[src/rtl/axis_weight_memory_writer.sv]
// Streams weight beats into N_BANKS memory banks, one word per cycle, round-robin.
// Beat latency: word k strobes k+1 cycles after the handshake; ready is held low while unpacking.
module axis_weight_memory_writer #(
  parameter  int AXIS_BUS_BIT_WIDTH    = 64,
  parameter  int WEIGHT_WORD_BIT_WIDTH = 16,
  parameter  int N_BANKS               = 4,
  parameter  int BANK_DEPTH            = 512,
  localparam int WORDS_PER_BEAT        = AXIS_BUS_BIT_WIDTH / WEIGHT_WORD_BIT_WIDTH,
  localparam int ADDR_W                = (BANK_DEPTH > 1) ? $clog2(BANK_DEPTH) : 1,
  localparam int CNT_W                 = $clog2(N_BANKS * BANK_DEPTH + 1)
) (
  input  logic                             clk,
  input  logic                             reset,
  input  logic                             clear,
  input  logic [AXIS_BUS_BIT_WIDTH-1:0]    s_axis_data,
  input  logic                             s_axis_valid,
  input  logic                             s_axis_last,
  output logic                             s_axis_ready,
  output logic [N_BANKS-1:0]               wm_wr_en,
  output logic [ADDR_W-1:0]                wm_wr_addr,
  output logic [WEIGHT_WORD_BIT_WIDTH-1:0] wm_wr_data,
  output logic                             done,
  output logic                             overflow,
  output logic [CNT_W-1:0]                 words_written
);

  localparam int BANK_W = (N_BANKS > 1) ? $clog2(N_BANKS) : 1;
  localparam int IDX_W  = (WORDS_PER_BEAT > 1) ? $clog2(WORDS_PER_BEAT) : 1;

  localparam logic [BANK_W-1:0] LAST_BANK = BANK_W'(N_BANKS - 1);
  localparam logic [ADDR_W-1:0] LAST_ADDR = ADDR_W'(BANK_DEPTH - 1);
  localparam logic [IDX_W-1:0]  LAST_IDX  = IDX_W'(WORDS_PER_BEAT - 1);
  localparam logic [CNT_W-1:0]  MAX_WORDS = CNT_W'(N_BANKS * BANK_DEPTH);

  typedef enum logic [1:0] {
    IDLE   = 2'd0,
    UNPACK = 2'd1,
    DONE   = 2'd2
  } state_t;

  state_t                          state;
  logic [AXIS_BUS_BIT_WIDTH-1:0]   data_q;
  logic                            beat_last;
  logic [IDX_W-1:0]                word_idx;
  logic [BANK_W-1:0]               bank_ptr;
  logic [ADDR_W-1:0]               addr_ptr;
  logic                            full;
  logic [N_BANKS-1:0]              bank_onehot;

  assign s_axis_ready = (state == IDLE) && !clear;
  assign bank_onehot  = N_BANKS'(1) << bank_ptr;

  always_ff @(posedge clk or posedge reset) begin
    if (reset) begin
      state         <= IDLE;
      data_q        <= '0;
      beat_last     <= 1'b0;
      word_idx      <= '0;
      bank_ptr      <= '0;
      addr_ptr      <= '0;
      full          <= 1'b0;
      wm_wr_en      <= '0;
      wm_wr_addr    <= '0;
      wm_wr_data    <= '0;
      done          <= 1'b0;
      overflow      <= 1'b0;
      words_written <= '0;
    end else begin
      wm_wr_en <= '0;
      done     <= 1'b0;
      if (clear) begin
        state         <= IDLE;
        beat_last     <= 1'b0;
        word_idx      <= '0;
        bank_ptr      <= '0;
        addr_ptr      <= '0;
        full          <= 1'b0;
        overflow      <= 1'b0;
        words_written <= '0;
      end else begin
        case (state)
          IDLE: begin
            // ready equals ~clear here, and clear is low on this branch
            if (s_axis_valid) begin
              data_q    <= s_axis_data;
              beat_last <= s_axis_last;
              word_idx  <= '0;
              state     <= UNPACK;
            end
          end

          UNPACK: begin
            // the current word always sits in the low bits of the shift register
            data_q <= data_q >> WEIGHT_WORD_BIT_WIDTH;
            if (!full) begin
              wm_wr_en   <= bank_onehot;
              wm_wr_addr <= addr_ptr;
              wm_wr_data <= data_q[WEIGHT_WORD_BIT_WIDTH-1:0];
              if (words_written != MAX_WORDS) begin
                words_written <= words_written + CNT_W'(1);
              end
              if (bank_ptr == LAST_BANK) begin
                // pointers park on the last location once memory is full
                if (addr_ptr == LAST_ADDR) begin
                  full <= 1'b1;
                end else begin
                  bank_ptr <= '0;
                  addr_ptr <= addr_ptr + ADDR_W'(1);
                end
              end else begin
                bank_ptr <= bank_ptr + BANK_W'(1);
              end
            end else begin
              overflow <= 1'b1;
            end
            if (word_idx == LAST_IDX) begin
              state <= beat_last ? DONE : IDLE;
            end else begin
              word_idx <= word_idx + IDX_W'(1);
            end
          end

          DONE: begin
            done     <= 1'b1;
            bank_ptr <= '0;
            addr_ptr <= '0;
            word_idx <= '0;
            full     <= 1'b0;
            state    <= IDLE;
          end

          default: begin
            state <= IDLE;
          end
        endcase
      end
    end
  end

endmodule

[config.mk]
export PLATFORM = sky130hd
export DESIGN_NAME = axis_weight_memory_writer
export DESIGN_NICKNAME = d
export VERILOG_FILES = /design/src/rtl/axis_weight_memory_writer.sv
export SDC_FILE = /design/constraint.sdc
export NUM_CORES = 1
export LEC_CHECK = 0
export CAP_MARGIN = 10
export CORE_MARGIN = 1.5
export CORE_UTILIZATION = 30
export DETAILED_ROUTE_END_ITERATION = 8
export HOLD_SLACK_MARGIN = 0.02
export PLACE_DENSITY_LB_ADDON = 0.05
export SETUP_SLACK_MARGIN = 0.1
export SYNTH_ARGS = -nofsm -noshare
export SYNTH_HDL_FRONTEND = slang
export SYNTH_SLANG_ARGS = --single-unit
[constraint.sdc]
create_clock -name clk -period 4.1 [get_ports clk]
set_clock_uncertainty 0.15 [all_clocks]
set_input_delay 0.615 -clock clk [delete_from_list [all_inputs] [get_ports clk]]
set_output_delay 0.615 -clock clk [all_outputs]
set_load 0.005 [all_outputs]
## Word-level counts from Yosys, hierarchy flattened

Index checks and enable logic that the tools add are counted.

- Add/subtract/negate cells: 4
- Reduce and logical (&&, ||, !) cells: 20
- Shift-type cells: 1
- Mux-type cells: 41
- Bitwise logic cells: 2
- Eq/ne operators: 15

Operators with widths:

| kind | count |
|---|---|
| 64-bit case mux with 2 select lines | 1 |
| 64-bit 2-to-1 mux | 1 |
| 12-bit 2-to-1 mux | 4 |
| 9-bit 2-to-1 mux | 4 |
| 2-bit 2-to-1 mux | 11 |
| 3-bit inequality test (second input constant) | 6 |
| 9-bit case mux with 2 select lines | 1 |
| 3-bit AND reduction | 5 |
| 12-bit by 1-bit adder with 12-bit output (second input constant) | 1 |
| 1-bit 2-to-1 mux | 12 |
| 4-bit 2-to-1 mux | 3 |
| 12-bit inequality test (second input constant) | 1 |
| 2-bit nonzero test | 6 |
| 9-bit by 1-bit adder with 9-bit output (second input constant) | 1 |
| 9-bit == test (second input constant) | 1 |
| 2-bit case mux with 2 select lines | 2 |
| 2-bit == test (second input constant) | 3 |
| 2-bit case mux with 3 select lines | 1 |
| 2-bit AND reduction | 3 |
| 2-bit by 1-bit adder with 2-bit output (second input constant) | 2 |
| 2-bit inequality test (second input constant) | 2 |
| 4-bit inequality test (second input constant) | 1 |
| 4-bit AND reduction | 1 |
| 4-bit nonzero test | 1 |
| other kinds (8) | 9 |

- Output and inout bits: 44
- Word-level logic and storage cells: 96
- Register bits after elaboration: 124
- Input bits: 69

## Longest topological paths before layout

Gate-level depths: netlist (run 1).

- Depth after elaboration: 6
- Depth in mapped cells: 10
- Gate-level depth less buffers: 9

## Worst setup path after synthesis (run 1)

No wires, ideal clock.

- Kind: register to register
- Start: register addr_ptr[0]
- End: register bank_ptr[0]
- Clock period less this slack: 2081 ps
- Path buffers: 0
- Cell stages (with the launch flop): 9
- Arrival: 1806 ps
- Path slack: 2019 ps
- Required time: 3825 ps
- Setup time: 125 ps
- Cells stage by stage: dfrtp_1 > ha_1 > and3_1 > nand3_1 > nor2_1 > ha_1 > nand2_1 > a211oi_2 > mux2_2

- Word-level cells in the longest chain between the ends: 3

Ends and longest elaborated chain:

| what | RTL line | text |
|---|---|---|
| from (decl) | 46 | `logic [ADDR_W-1:0] addr_ptr;` |
| from (signal assigned) | 108 | `addr_ptr <= addr_ptr + ADDR_W'(1);` |
| 9-bit == test | 104 | `if (addr_ptr == LAST_ADDR) begin` |
| 4-bit inequality test (no source line) | - |  |
| 3-bit AND reduction (no source line) | - |  |
| to (signal assigned) | 111 | `bank_ptr <= bank_ptr + BANK_W'(1);` |
| to (decl) | 45 | `logic [BANK_W-1:0] bank_ptr;` |

No other way between the ends.
A chain may end at the register's enable or synchronous reset.

## Worst setup path in the final report (run 1)

- Start: register addr_ptr[0]
- End: register addr_ptr[3]

- Word-level cells in the longest chain between the ends: 6
- Elaborated cells between the ends (all ways): 9
- Those cells by class: add/sub: 1; eq/ne: 2; mux: 5; reduce/logical: 1

Ends and longest elaborated chain:

| what | RTL line | text |
|---|---|---|
| 9-bit by 1-bit adder with 9-bit output | 108 |  |
| 9-bit 2-to-1 mux | 104 |  |
| 9-bit 2-to-1 mux | 102 | `if (bank_ptr == LAST_BANK) begin` |
| 9-bit 2-to-1 mux | 95 | `if (!full) begin` |
| 9-bit case mux with 2 select lines | 81 | `case (state)` |
| 9-bit 2-to-1 mux | 71 | `if (clear) begin` |

Parallel ways exist; a longest one is shown, timed or not. The select of a mux whose other input is x is not followed.

==> results.json, run 1 <==
{
  "status": "completed",
  "switching_share": 0.246,
  "grt.total_usage": 0.148,
  "rr_endpoint": "addr_ptr[3]$_DFFE_PP0P_",
  "diodes": 0,
  "core_mm2": 0.0186,
  "grt-ovfl-total": 0,
  "synth-async-reset-ratio": 1.00,
  "r2r_setup_slack_ns": 1.25,
  "post-route-min-period_ns": 2.85,
  "dr.pass1.iters": 4,
  "ir_drop_mv": 0.294,
  "internal_power_w": 0.00296,
  "layout_commonest_cell": "nand2_1",
  "period_share": 0.696,
  "place.gp.congestion": 0.793,
  "syn_area_mm2": 0.00567,
  "routed_wl_mm": 13.7,
  "worstSetupPathType": "register to register",
  "startpoint_type": "register",
  "cp_max_fo": 12,
  "grt_max_degree": 113,
  "ys_warn_count": 0,
  "antenna_found_initial": 0,
  "end_kind": "register",
  "viasPerCell": 4.64,
  "cts_buffers": 17,
  "post-cts-setup-buffers": 0,
  "maxSlewViolCount": 0,
  "cts_hold_buf": 0,
  "finalNonFillerCells": 910,
  "p_leak_nw": 3.37,
  "worstSkewPairLatency_ns": 0.41,
  "cap_violations": 0,
  "clock-root-buffer": "clkbuf_16",
  "worstPathRequired_ns": 4.23,
  "seqPwrFrac": 0.404,
  "layout-area-overhead-vs-synth_pct": 35.3,
  "wl_per_cell_um": 15.1,
  "ctsResizeCount": 0,
  "syn_avg_cell_area_um2": 10.1,
  "grt_pass1_wl_mm": 22.6,
  "htreeDepth": 4,
  "ff2ff_path_depth": 9,
  "reg2reg_from": "addr_ptr[0]$_DFFE_PP0P_",
  "p_switching_w": 0.000965,
  "cellPowerDensity_mw_per_mm2": 512,
  "synthDistinctLibCells": 48,
  "fin_nets": 744,
  "dp_slack_ns": 1.16,
  "tns_ns": 0,
  "max_slew.worst_pin.slew_ns": 1.10,
  "drt-initial-drc-count": 202,
  "clockPowerShare": 0.437,
  "dpl.hpwl_mm": 9.39,
  "rsz0062_at_grt": "no",
  "worstPathArrival_ns": 2.99,
  "setup_viol": 0,
  "holdCritPathClass": "register to register",
  "die_h_um": 141,
  "ys_ff_latch": 124,
  "clk_pin_slew_worst_paths_ns": 0.06,
  "dieArea_mm2": 0.0197,
  "slew_headroom": 0.265,
  "detail-route-antenna-nets": 0,
  "fin_util": 0.412,
  "cts_tree": "done",
  "drc": 0,
  "yosysSeqAreaShare": 0.547,
  "numPortBuffers": 112,
  "dp.cells": 878,
  "layout_common_cells": "154 x nand2_1, 124 x dfrtp_1, 112 x clkdlybuf4s50_1",
  "p_comb_frac": 0.160,
  "via_count": 4226,
  "synth_edf_count": 0,
  "rows": 50,
  "syn_nets": 640,
  "clkSinkCount": 124,
  "startpoint": "addr_ptr[0]$_DFFE_PP0P_",
  "fmax_mhz": 351,
  "grt_pass1_vias": 4244,
  "start_util": 0.304,
  "hold_violations": 0,
  "crit_end": "addr_ptr[3]$_DFFE_PP0P_",
  "ios": 113,
  "drive_gt1_frac": 0.0784,
  "synthCells": 559,
  "clockBufferDepth": 2,
  "fin_ws_ns": 1.25,
  "hold_ws_ns": 0.316,
  "ys.flop_type": "dfrtp_1",
  "fp.dieW_um": 141
}
==> cells by family after synthesis <==
family | count (synthesis) | synth area share
AO/OA/AOI/OAI | 112 | 0.127
XOR/XNOR | 3 | 0.00463
adder cells (fa/ha/maj) | 12 | 0.0265
buffers and inverters | 44 | 0.0388
flip-flops | 124 | 0.547
multiplexers | 49 | 0.0867
AND/OR/NAND/NOR | 215 | 0.170
==> power by group through the flow <==
stage	clock network [W]	logic (W)	registers (W)
2_1_floorplan	0	0.000357	0.00158
3_3_place_gp	0	0.000631	0.00160
3_5_place_dp	0	0.000639	0.00161
4_1_cts	0.00176	0.000641	0.00159
5_1_grt	0.00182	0.000718	0.00162
6_report	0.00172	0.000627	0.00159
==> sequential cells by signal, indices dropped and copies added (netlist names) <==
| register | flops |
|---|---|
| wm_wr_en | 4 |
| state | 2 |
| words_written | 12 |
| addr_ptr | 9 |
| bank_ptr | 2 |
| beat_last | 1 |
| wm_wr_addr | 9 |
| full | 1 |
| overflow | 1 |
| data_q | 64 |
| wm_wr_data | 16 |
| word_idx | 2 |
| done | 1 |
==> synth_stat cells, types with 2 or more instances <==
cell type | n | area, µm²
a22o_1 | 16 | 140
buf_6 | 2 | 22.5
o21ai_1 | 30 | 150
ha_1 | 12 | 150
nor4_1 | 4 | 25.0
nand2b_1 | 3 | 18.8
o21ai_0 | 37 | 185
nand3b_1 | 3 | 22.5
nor2_1 | 12 | 45.0
and2_1 | 5 | 31.3
buf_4 | 5 | 37.5
nor2b_1 | 6 | 37.5
inv_1 | 12 | 45.0
a31oi_1 | 6 | 37.5
a21oi_1 | 5 | 25.0
o31ai_1 | 4 | 30.0
dfrtp_1 | 124 | 3100
xnor2_1 | 3 | 26.3
and3_1 | 2 | 12.5
o31a_1 | 3 | 26.3
nand2_1 | 154 | 578
nor3_1 | 5 | 25.0
clkbuf_1 | 8 | 30.0
mux2i_1 | 48 | 480
nor4b_2 | 2 | 30.0
buf_2 | 17 | 85.1
nand3_1 | 10 | 50.1
==> area by class of cell <==
class | instances | area (µm²)
fillers | 1811 | 11000
flip-flops and latches | 124 | 3100
clock buffers | 21 | 460
inverters | 12 | 48.8
repair buffers | 117 | 1180
well taps | 234 | 293
clock inverters | 11 | 214
multi-input cells | 391 | 2370
==> metrics by stage <==
| stage | power (W) | cell area, µm² |
|---|---|---|
| floorplan | 0.00193 | 5680 |
| detailed placement | 0.00225 | 7000 |
| global route | 0.00416 | 7670 |
| finish | 0.00393 | 7670 |
| global placement | 0.00223 | 7000 |
| CTS | 0.00399 | 7670 |
==> how the worst min path moves through the flow <==
stage / from / endpoint / cells after the start
2_1_floorplan: data_q[0]$_DFFE_PP0P_ / wm_wr_data[0]$_DFFE_PP0P_ / 2
3_3_place_gp: data_q[15]$_DFFE_PP0P_ / wm_wr_data[15]$_DFFE_PP0P_ / 2
3_5_place_dp: data_q[13]$_DFFE_PP0P_ / wm_wr_data[13]$_DFFE_PP0P_ / 2
4_1_cts: data_q[15]$_DFFE_PP0P_ / wm_wr_data[15]$_DFFE_PP0P_ / 2
5_1_grt: data_q[8]$_DFFE_PP0P_ / wm_wr_data[8]$_DFFE_PP0P_ / 2
6_report: data_q[12]$_DFFE_PP0P_ / wm_wr_data[12]$_DFFE_PP0P_ / 2
==> metal layers <==
metal,global-route usage,vias up,part of all wire,wire length [µm]
li1,-,2135,-,-
met1,0.217,1968,0.53,7260
met2,0.207,115,0.43,5840
met3,0.0403,8,0.037,505
met4,0.0543,0,0.0088,121
met5,0,-,0,0
==> worst max-delay path: stages, from the launching register on <==
cell      delay (ns)
dfrtp_1         0.42
ha_1            0.25
and3_1          0.23
nand3_1         0.12
nor2_1          0.14
ha_1            0.21
inv_1           0.06
a311oi_2        0.73
nand2b_4        0.33
o31ai_1         0.09
Power figures use the tool's default switching activity.
==> run 2: changes to the inputs <==
clock period = 2.9 ns   (was 4.1 ns; I/O delays follow)
==> results.json, run 2 (same netlist as run 1, synthesis figures left out) <==
{
  "grt_pass1_vias": 4232,
  "fill_cells": 1845,
  "cp_cell_sequence": "inv_1 > ha_1 > nor2b_1 > clkdlybuf4s50_1",
  "fp.dieW_um": 141,
  "status": "completed",
  "fmax_mhz": 389,
  "drt-initial-drc-count": 166,
  "numPortBuffers": 112,
  "dieArea_mm2": 0.0197,
  "maxSlewViolCount": 0,
  "routed_wl_mm": 13.5,
  "worstSkewPairLatency_ns": 0.42,
  "post-cts-setup-buffers": 0,
  "viasPerCell": 4.62,
  "reg2reg_from": "addr_ptr[0]$_DFFE_PP0P_",
  "setup_viol": 0,
  "worstSetupPathType": "register to output port",
  "ff2ff_path_depth": 10,
  "drive_gt1_frac": 0.0921,
  "layout_commonest_cell": "nand2_1",
  "rsz0062_at_grt": "no",
  "period_share": 0.885,
  "critPathBufInv": 2,
  "die_h_um": 141,
  "clock-root-buffer": "clkbuf_16",
  "wl_per_cell_um": 14.7,
  "grt-ovfl-total": 0,
  "holdCritPathClass": "input pin to async pin",
  "post-route-min-period_ns": 2.57,
  "ctsResizeCount": 0,
  "r2r_setup_slack_ns": 0.51,
  "cp_max_fo": 6,
  "detail-route-antenna-nets": 0,
  "antenna_found_initial": 0,
  "hold_violations": 0,
  "clockBufferDepth": 2,
  "worstPathArrival_ns": 1.98,
  "grt_pass1_wl_mm": 22.1,
  "dpl.hpwl_mm": 9.74,
  "place.gp.congestion": 0.787,
  "dr.pass1.iters": 4,
  "drc": 0,
  "p_leak_nw": 3.40,
  "grt_max_degree": 52,
  "reg_top3": "data_q (64), wm_wr_data (16), words_written (12)",
  "layout_common_cells": "154 x nand2_1, 124 x dfrtp_1, 112 x clkdlybuf4s50_1",
  "cap_violations": 0,
  "cellPowerDensity_mw_per_mm2": 703,
  "cp_slowest_cell": "clkdlybuf4s50_1",
  "final_cell_area_mm2": 0.00771,
  "cts_buffers": 17,
  "clkSinkCount": 124,
  "largest_register_ffs": 64,
  "end_kind": "output port",
  "layout-area-overhead-vs-synth_pct": 35.9,
  "cts_tree": "done",
  "placed_area_mm2": 0.00707,
  "tns_ns": 0,
  "critical_path.max_stage_delay_ns": 0.54,
  "ir_drop_mv": 0.412,
  "top_register": "data_q",
  "core_mm2": 0.0186,
  "cts_hold_buf": 0,
  "slew_headroom": 0.589,
  "htreeDepth": 4,
  "rr_endpoint": "addr_ptr[5]$_DFFE_PP0P_",
  "rows": 50,
  "start_util": 0.304,
  "diodes": 0,
  "fin_nets": 752,
  "max_slew.worst_pin.slew_ns": 0.617,
  "critical-path-top-delay-family": "buffers and inverters",
  "startpoint_type": "register",
  "clk_pin_slew_worst_paths_ns": 0.06,
  "worstPathRequired_ns": 2.32,
  "via_count": 4240,
  "hold_ws_ns": 0.219,
  "startpoint": "state[0]$_DFFE_PP0P_",
  "grt.total_usage": 0.144,
  "ios": 113
}
[run 2: routing by layer]
layer,share of wire,track usage,up-vias
met1,0.51,0.202,1969
met2,0.43,0.212,109
li1,-,-,2141
met5,0,0,-
met3,0.038,0.0345,21
met4,0.022,0.0620,0
[run 2: where the power goes]
part	switching (W)	internal, W	total, W
registers	0.000186	0.00205	0.00224
clock network	0.000826	0.00145	0.00228
logic	0.000408	0.000498	0.000906
[run 2: how the worst max path moves through the flow]
| stage | end | slack [ns] | cells after the start |
|---|---|---|---|
| after floorplan | addr_ptr[0]$_DFFE_PP0P_ | 0.79 | 1 |
| after global placement | s_axis_ready | 0.51 | 3 |
| after detailed placement | s_axis_ready | 0.47 | 3 |
| after CTS | s_axis_ready | 0.32 | 4 |
| after global routing | s_axis_ready | 0.19 | 4 |
| final | s_axis_ready | 0.33 | 4 |
[run 2: final cells by class]
cell class / count / area [µm²] / share of cell area
Multi-Input combinational cell: 391 / 2370 / 0.308
Clock inverter: 15 / 211 / 0.0274
Clock buffer: 17 / 425 / 0.0552
Sequential cell: 124 / 3100 / 0.402
Timing Repair Buffer: 125 / 1260 / 0.163
Inverter: 12 / 48.8 / 0.00633
Tap cell: 234 / 293 / 0.0380
[run 2: through the flow]
step,std cells,total power [W],setup slack (ns),utilization
floorplan,559,0.00273,0.790,-
global placement,886,0.00316,0.508,0.379
detailed placement,886,0.00319,0.467,0.379
CTS,918,0.00550,0.316,0.414
global route,918,0.00573,0.188,0.414
finish,918,0.00542,0.332,0.414
==> run 3: changes to the inputs <==
CTS_CLUSTER_SIZE = 8   (was unset)
clock period = 2.1 ns   (was 2.9 ns; I/O delays follow)
==> results.json, run 3 (same netlist as run 1, synthesis figures left out) <==
{
  "cellPowerDensity_mw_per_mm2": 912,
  "numPortBuffers": 112,
  "core_mm2": 0.0186,
  "maxSlewViolCount": 0,
  "cts_tree": "done",
  "p_leak_nw": 3.49,
  "critical-path-top-delay-family": "simple AND/OR/NAND/NOR gates",
  "reg2reg_from": "addr_ptr[1]$_DFFE_PP0P_",
  "max_slew.worst_pin.slew_ns": 0.418,
  "wl_per_cell_um": 14.9,
  "critical_path.max_stage_delay_ns": 0.35,
  "htreeDepth": 4,
  "grt_max_degree": 74,
  "rows": 50,
  "start_util": 0.304,
  "multi_input_area_mm2": 0.00246,
  "finalNonFillerCells": 935,
  "clk_pin_slew_worst_paths_ns": 0.05,
  "detail-route-antenna-nets": 0,
  "layout_commonest_cell": "nand2_1",
  "drc": 0,
  "fmax_mhz": 479,
  "startpoint": "addr_ptr[1]$_DFFE_PP0P_",
  "fill_cells": 1849,
  "die_h_um": 141,
  "fp.dieW_um": 141,
  "cap_violations": 0,
  "clockBufferDepth": 2,
  "hold_violations": 0,
  "cts_buffers": 17,
  "worstPathRequired_ns": 2.23,
  "startpoint_type": "register",
  "layout_common_cells": "154 x nand2_1, 124 x dfrtp_1, 111 x clkdlybuf4s50_1",
  "antenna_found_initial": 0,
  "ff_latch_area_mm2": 0.00310,
  "drive_gt1_frac": 0.133,
  "setup_viol": 0,
  "clock-root-buffer": "clkbuf_16",
  "layout-area-overhead-vs-synth_pct": 39.6,
  "rsz0062_at_grt": "yes",
  "cp_cell_sequence": "ha_2 > and3_4 > nand3_4 > nor2_4 > ha_4 > inv_2 > a311oi_4 > nand2b_4 > o31ai_2",
  "worstPathArrival_ns": 2.22,
  "largest_register_ffs": 64,
  "clkSinkCount": 124,
  "status": "completed",
  "dpl.hpwl_mm": 9.65,
  "slew_headroom": 0.721,
  "grt.total_usage": 0.150,
  "reg_top3": "data_q (64), wm_wr_data (16), words_written (12)",
  "fin_nets": 770,
  "worstSetupPathType": "register to register",
  "top_register": "data_q",
  "dr.pass1.iters": 4,
  "ios": 113,
  "dp.cells": 895,
  "ir_drop_mv": 0.580,
  "cp_slowest_cell": "dfrtp_1",
  "total_power_w": 0.00722,
  "via_count": 4286,
  "diodes": 0,
  "drt-initial-drc-count": 228,
  "viasPerCell": 4.58,
  "post-route-min-period_ns": 2.09,
  "holdCritPathClass": "input pin to async pin",
  "grt_pass1_vias": 4360,
  "dieArea_mm2": 0.0197,
  "period_share": 0.993,
  "worstSkewPairLatency_ns": 0.41,
  "place.gp.congestion": 0.786,
  "grt_pass1_wl_mm": 23.0,
  "grt-ovfl-total": 0,
  "end_kind": "register",
  "cp_max_fo": 7,
  "critPathBufInv": 1,
  "routed_wl_mm": 14.0
}
## run 3: changes by cell type in the layout (fill, tap and decap cells not counted), moves of 4 or more
| cell | change |
|---|---|
| buf_4 | +13 |
| buf_12 | +4 |
| clkinv_2 | +4 |
| clkinv_4 | -4 |
| inv_6 | -4 |
## run 3: path summary, 6_finish.rpt
kind	end	slack, ns	cells after the start
min reg2reg	wm_wr_data[9]$_DFFE_PP0P_	0.32	2
min in group clk	wm_wr_data[9]$_DFFE_PP0P_	0.32	2
max	addr_ptr[6]$_DFFE_PP0P_	0.01	9
max in group asynchronous	data_q[36]$_DFFE_PP0P_	1.22	3
min	words_written[4]$_DFFE_PP0P_	0.20	3
max reg2reg	addr_ptr[6]$_DFFE_PP0P_	0.01	9
## run 3: what timing repair did
item	CTS	global route
resized for setup	10	13
setup buffers	5	3
hold buffers	0	0
cloned	0	1
pin swaps	1	6
endpoints found under the setup margin	53	43
## run 3: per-layer routing
| layer | vias up | share of wire | GRT usage |
|---|---|---|---|
| li1 | 2189 | - | - |
| met1 | 2004 | 0.51 | 0.216 |
| met2 | 84 | 0.44 | 0.221 |
| met3 | 9 | 0.039 | 0.0386 |
| met4 | 0 | 0.0084 | 0.0461 |
| met5 | - | 0 | 0 |
## run 3: layout make-up
type / instances / share of cell area
sequential: 124 / 0.392
multi-input combinational: 391 / 0.311
timing repair buffer: 143 / 0.182
clock buffer: 19 / 0.0559
tap: 234 / 0.0370
clock inverter: 12 / 0.0156
inverter: 12 / 0.00616
## run 3: worst register-to-register path: cells and delay by family (launching register included)
kind / cells / cell delay, ns
compound gates: 2 / 0.42
simple gates: 4 / 0.66
fa+ha+maj: 2 / 0.33
flops: 1 / 0.35
buf+inv: 1 / 0.04
## run 3: report_power, final
part | internal [W] | total, W | switching, W
Sequential | 0.00283 | 0.00309 | 0.000254
Clock | 0.00176 | 0.00281 | 0.00106
Combinational | 0.000738 | 0.00132 | 0.000585
## run 3: per-stage QoR
| step | setup WS [ns] | hold WS, ns | instance area (µm²) | TNS (ns) | utilization |
|---|---|---|---|---|---|
| 5_1_grt | -0.102 | 0.233 | 7920 | -0.728 | 0.425 |
| 2_1_floorplan | 0.0262 | 0.289 | 5690 | 0 | - |
| 3_5_place_dp | -0.0155 | 0.306 | 7210 | -0.0416 | 0.387 |
| 4_1_cts | 0.00644 | 0.205 | 7840 | 0 | 0.420 |
| 3_3_place_gp | 0.00984 | 0.305 | 7210 | 0 | 0.387 |
| 6_report | 0.0142 | 0.201 | 7920 | 0 | 0.425 |
